`config.mk`:
```
export PLATFORM = sky130hd
export DESIGN_NAME = debouncer_flat
export DESIGN_NICKNAME = d
export VERILOG_FILES = /design/src/rtl/debouncer_if.sv /design/src/rtl/debouncer.sv /design/src/flat_wrapper.sv
export SDC_FILE = /design/constraint.sdc
export NUM_CORES = 1
export LEC_CHECK = 0
export CORE_ASPECT_RATIO = 1.5
export CORE_MARGIN = 2
export CORE_UTILIZATION = 25
export DETAILED_ROUTE_END_ITERATION = 12
export MAX_ROUTING_LAYER = met4
export PLACE_DENSITY = 0.5
export SLEW_MARGIN = 20
export SYNTH_ARGS = -nofsm -noshare
export SYNTH_HDL_FRONTEND = slang
export SYNTH_SLANG_ARGS = --single-unit
```
`constraint.sdc`:
```
create_clock -name clock -period 3.8 [get_ports clock]
set_clock_uncertainty 0.15 [all_clocks]
set_input_delay 0.76 -clock clock [delete_from_list [all_inputs] [get_ports clock]]
set_output_delay 0.76 -clock clock [all_outputs]
set_load 0.05 [all_outputs]
```
`src/rtl/debouncer_if.sv`:
```
`default_nettype none
// ============================================================================
// Module   : debouncer_if
// Brief    : Level/strobe bundle between raw switch inputs and the debouncer.
// Revision : 1.0 - initial release
// ============================================================================
interface debouncer_if #(
    parameter int WIDTH = 1
);
    logic [WIDTH-1:0] noisy;
    logic [WIDTH-1:0] clean;
    logic [WIDTH-1:0] rise;
    logic [WIDTH-1:0] fall;

    modport master (output noisy, input clean, input rise, input fall);
    modport slave  (input noisy, output clean, output rise, output fall);
endinterface
`default_nettype wire

```
`src/rtl/debouncer.sv`:
```
`default_nettype none
// ============================================================================
// Module   : debouncer
// Brief    : Multi-channel synchronizer + stable-level debouncer with strobes.
// Revision : 1.0 - initial release
// ============================================================================
module debouncer #(
    parameter int WIDTH       = 1,
    parameter int DELAY       = 650000,
    parameter int SYNC_STAGES = 2
) (
    input  logic       clock,
    input  logic       reset,
    debouncer_if.slave bus
);
    localparam int               CNT_W    = $clog2(DELAY + 1);
    localparam logic [CNT_W-1:0] CNT_LAST = CNT_W'(DELAY - 1);

    logic [SYNC_STAGES-1:0] sync_q [WIDTH];
    logic [SYNC_STAGES-1:0] sync_d [WIDTH];
    logic [CNT_W-1:0]       cnt_q  [WIDTH];
    logic [CNT_W-1:0]       cnt_d  [WIDTH];
    logic [WIDTH-1:0]       clean_q, clean_d;
    logic [WIDTH-1:0]       rise_q, rise_d;
    logic [WIDTH-1:0]       fall_q, fall_d;
    logic [WIDTH-1:0]       sync_out;

    always_comb begin
        for (int i = 0; i < WIDTH; i++) begin
            sync_d[i]   = {sync_q[i][SYNC_STAGES-2:0], bus.noisy[i]};
            sync_out[i] = sync_q[i][SYNC_STAGES-1];
            cnt_d[i]    = '0;
            clean_d[i]  = clean_q[i];
            rise_d[i]   = 1'b0;
            fall_d[i]   = 1'b0;
            // Any sample that agrees with clean leaves cnt_d at zero, so bounces never accumulate.
            if (sync_out[i] != clean_q[i]) begin
                if (cnt_q[i] == CNT_LAST) begin
                    clean_d[i] = sync_out[i];
                    rise_d[i]  = sync_out[i];
                    fall_d[i]  = ~sync_out[i];
                end else begin
                    cnt_d[i] = cnt_q[i] + 1'b1;
                end
            end
        end
    end

    always_ff @(posedge clock or negedge reset) begin
        if (!reset) begin
            for (int i = 0; i < WIDTH; i++) begin
                sync_q[i] <= '0;
                cnt_q[i]  <= '0;
            end
            clean_q <= '0;
            rise_q  <= '0;
            fall_q  <= '0;
        end else begin
            for (int i = 0; i < WIDTH; i++) begin
                sync_q[i] <= sync_d[i];
                cnt_q[i]  <= cnt_d[i];
            end
            clean_q <= clean_d;
            rise_q  <= rise_d;
            fall_q  <= fall_d;
        end
    end

    assign bus.clean = clean_q;
    assign bus.rise  = rise_q;
    assign bus.fall  = fall_q;
endmodule
`default_nettype wire

```
`src/flat_wrapper.sv`:
```
// flat-port wrapper written by rule: the top's interface ports become plain ports
module debouncer_flat 
#(
    parameter int WIDTH       = 1,
    parameter int DELAY       = 650000,
    parameter int SYNC_STAGES = 2
)
  (clock, reset, bus_noisy, bus_clean, bus_rise, bus_fall);
  debouncer_if #(.WIDTH(WIDTH)) bus_i ();
  input  logic clock;
  input  logic reset;
  input wire logic [$bits(bus_i.noisy)-1:0] bus_noisy;
  output wire logic [$bits(bus_i.clean)-1:0] bus_clean;
  output wire logic [$bits(bus_i.rise)-1:0] bus_rise;
  output wire logic [$bits(bus_i.fall)-1:0] bus_fall;
  assign bus_i.noisy = bus_noisy;
  assign bus_clean = bus_i.clean;
  assign bus_rise = bus_i.rise;
  assign bus_fall = bus_i.fall;
  debouncer #(.WIDTH(WIDTH), .DELAY(DELAY), .SYNC_STAGES(SYNC_STAGES)) u_core (.clock(clock), .reset(reset), .bus(bus_i));
endmodule
```
==> summary.md <==
| Metric | Value |
|---|---|
| Status | `completed` |
| Fmax achieved | `413 MHz` |
| First-pass GRT wire length | `4.40 mm` |
| Finish-stage setup viols | `0` |
| Highest routed layer | `met4` |
| Clk root buf | `clkbuf_8` |
| Initial DRT Pass Iterations | `4` |
| Synth Area in Adders | `0.0102` |
| Worst-case clock buffer depth | `2` |
| Diode count | `0` |
| Critical path class | `flop to output port` |
| Fraction of registers with async set/reset | `1.00` |
| Routed WL per cell | `13.1 um` |
| Post-Synth Simple-Gate Area | `0.283` |
| # H-tree levels | `1` |
| Post-synth EDFFs | `0` |
| GP Congestion | `0.768` |
| Filler instances | `496` |
| Post-route setup slack | `1380 ps` |
| Initial antenna violation count | `0` |
| DRT met1 WL | `1.13 mm` |
| Crit-path leading delay family | `buffers and inverters` |
| Min Clock Period, post-route | `2420 ps` |
| Tot Pwr | `443 uW` |
| DRT iter0 DRCs | `18` |
| PostCTS Resize Cnt | `0` |
| Post-synth top flop | `dfrtp_1` |
| CP endpoint kind | `output port` |
| Residual DRC | `0` |
| Main combinational cell family by area after synthesis | `simple AND/OR/NAND/NOR gates` |
| Final WL | `2.53 mm` |
| Number of global-route vias before repair | `920` |
| Total number of yosys warnings | `0` |
| Synth Area in XOR/XNOR | `0.115` |
| Max Cap Viol | `0` |
| Final Hold Slack | `205 ps` |
| Compound-Gate Fraction of Synth Area | `0.0470` |
| Worst Setup Start Kind | `flop` |
| Pre-CTS setup slack | `1440 ps` |
| Slew Viols, Final | `0` |
| #FFs+latches synth | `25` |
| Total gr overflow | `0` |
| PwrDens | `321 mW/mm^2` |
| Post-synthesis mux area share | `0.00920` |
| Met2 WL post-DR | `1.29 mm` |
| Io pins | `6` |
| Rows | `31` |
| Final TNS setup | `0 ps` |
| Nets@finish | `132` |
| R2R depth | `4` |
| Via-per-instance ratio | `4.78` |
| Highest cell delay on the worst timing path | `830 ps` |
| Die Y | `89.7 um` |
| IR drop worst, VDD | `0.174 mV` |
| Initial Util | `0.256` |
| Hold path depth | `0` |
| CP Data Arrival Time | `1510 ps` |
| Synthesized cell area | `0.00122 sq mm` |
| Post-synthesis net count | `125` |
| # port buffers | `5` |
| Hold Crit Start | `u_core.sync_q[0]` |
| Worst min path class | `flop to flop` |
| Worst path cell trace | `clkdlybuf4s50_1` |
| Commonest cells in the netlist | `dfrtp_1, nor2_1, xnor2_1` |
| Share of post-route cells with drive strength above 1 | `0.0787` |
| Total track usage | `0.110` |
| CTS clk-pin slew, worst paths | `80 ps` |
| Met3 wire len | `51 um` |
| Die Wd | `61.1 um` |
| Post-route ant nets | `0` |
| Slowest CP cell | `clkdlybuf4s50_1` |
| Die ar. | `0.00548 sq mm` |
| Cell count after synthesis | `121` |
| CTS tree | `built` |
| Worst-Skew Late Latency | `270 ps` |
| Final hold vios | `0` |
| RSZ-0062 raised after global routing | `no` |
| Post-layout util | `0.289` |
| CP bufs+invs | `1` |
| Setup Fix Bufs, Post-CTS | `0` |
| Total number of vias | `923` |
| Worst r2r src | `u_core.cnt_q[6]` |
| Slew @ Worst Pin | `558 ps` |
| TritonCTS Buffers | `3` |
| WP data required | `2890 ps` |
| Critical Path Fanout Max | `5` |
| Clk sink count | `25` |
| Share of the synthesized area in the top cell type | `0.511` |
| Area leader, netlist | `dfrtp_1` |
| Hold buffers post-CTS | `0` |
| Syn_area_per_cell | `10.1 sq um` |
| Synth unique cells | `29` |
| Leak | `0.000532 uW` |
| Crit Reg-Reg Endpoint | `u_core.cnt_q[14]` |
| Hpwl dp | `1.78 mm` |
| Synthesis-to-finish area growth | `12.6%` |
| Core area | `0.00477 sq mm` |
| WHS Endpoint | `u_core.sync_q[1]` |
| Pin count of the biggest net entering global routing | `26` |
| Most common cell in the netlist | `dfrtp_1` |
| Relative slew margins | `0.625` |
| Worst reg-to-reg setup slack | `1440 ps` |
| Most area-consuming cells after synthesis | `dfrtp_1, xnor2_1, nor2_1, nand4_1, nand3_1` |
| Final Cycle Share | `0.637` |
| Seq/Total Area, Yosys | `0.511` |
cells in the final DEF (no fill, tap or decap), types with 2 or more instances in the layout:
cell / n
dfrtp_1: 25
nor2_1: 20
xnor2_1: 12
nand3_1: 8
nand4_1: 7
nor3_1: 6
nor4_1: 5
nand2_1: 4
xor2_1: 4
clkdlybuf4s50_1: 4
and3_1: 3
inv_1: 3
clkbuf_8: 3
or2_2: 2
or4_1: 2
a21oi_1: 2
and2_1: 2
nor3b_1: 2
metrics by stage:
step           std cells  cell area, sq um
4_1_cts              193              1380
3_3_place_gp         189              1340
5_1_grt              193              1380
2_1_floorplan        121              1220
6_report             193              1380
3_5_place_dp         189              1340
where the power goes:
group	switching [uW]	internal, uW	total (uW)	leakage [uW]
combinational	10.8	4.43	15.3	0.000167
sequential	3.51	269	273	0.000342
clock	79.7	74.9	155	0.0000228
how the worst max path moves through the flow:
stage	startpoint	slack (ps)	endpoint	cells past startpoint
final	u_core.bus.clean	1380	bus_clean	1
after global routing	u_core.bus.clean	1310	bus_clean	1
after CTS	u_core.bus.clean	1380	bus_clean	1
after detailed placement	u_core.cnt_q[6]	1440	u_core.cnt_q[15]	4
after global placement	u_core.cnt_q[6]	1500	u_core.cnt_q[7]	4
after floorplan	u_core.cnt_q[6]	1640	u_core.cnt_q[8]	5
cells by family after synthesis:
| kind of cell | count (synthesis) |
|---|---|
| compound gates | 7 |
| simple gates | 65 |
| buf+inv | 6 |
| fa+ha+maj | 1 |
| mux | 1 |
| flops | 25 |
| xor+xnor | 16 |
layer usage:
layer / vias to the layer above / track usage
met5: - / -
met4: 0 / 0.0415
met3: 5 / 0.0129
met2: 20 / 0.180
met1: 458 / 0.136
li1: 440 / -
layout make-up:
type,count,area [sq um],area share
flip-flops and latches,25,626,0.454
well taps,66,82.6,0.0599
repair buffers,5,45.0,0.0327
inverters,3,11.3,0.00817
multi-input cells,90,568,0.412
clock buffers,4,45.0,0.0327
state kept, by name, indices dropped and copies added, names as in the netlist:
register,flops
u_core.bus.fall,1
u_core.bus.rise,1
u_core.cnt_q,20
u_core.bus.clean,1
u_core.sync_q,2
No activity file was read; power rests on OpenSTA's default activity.
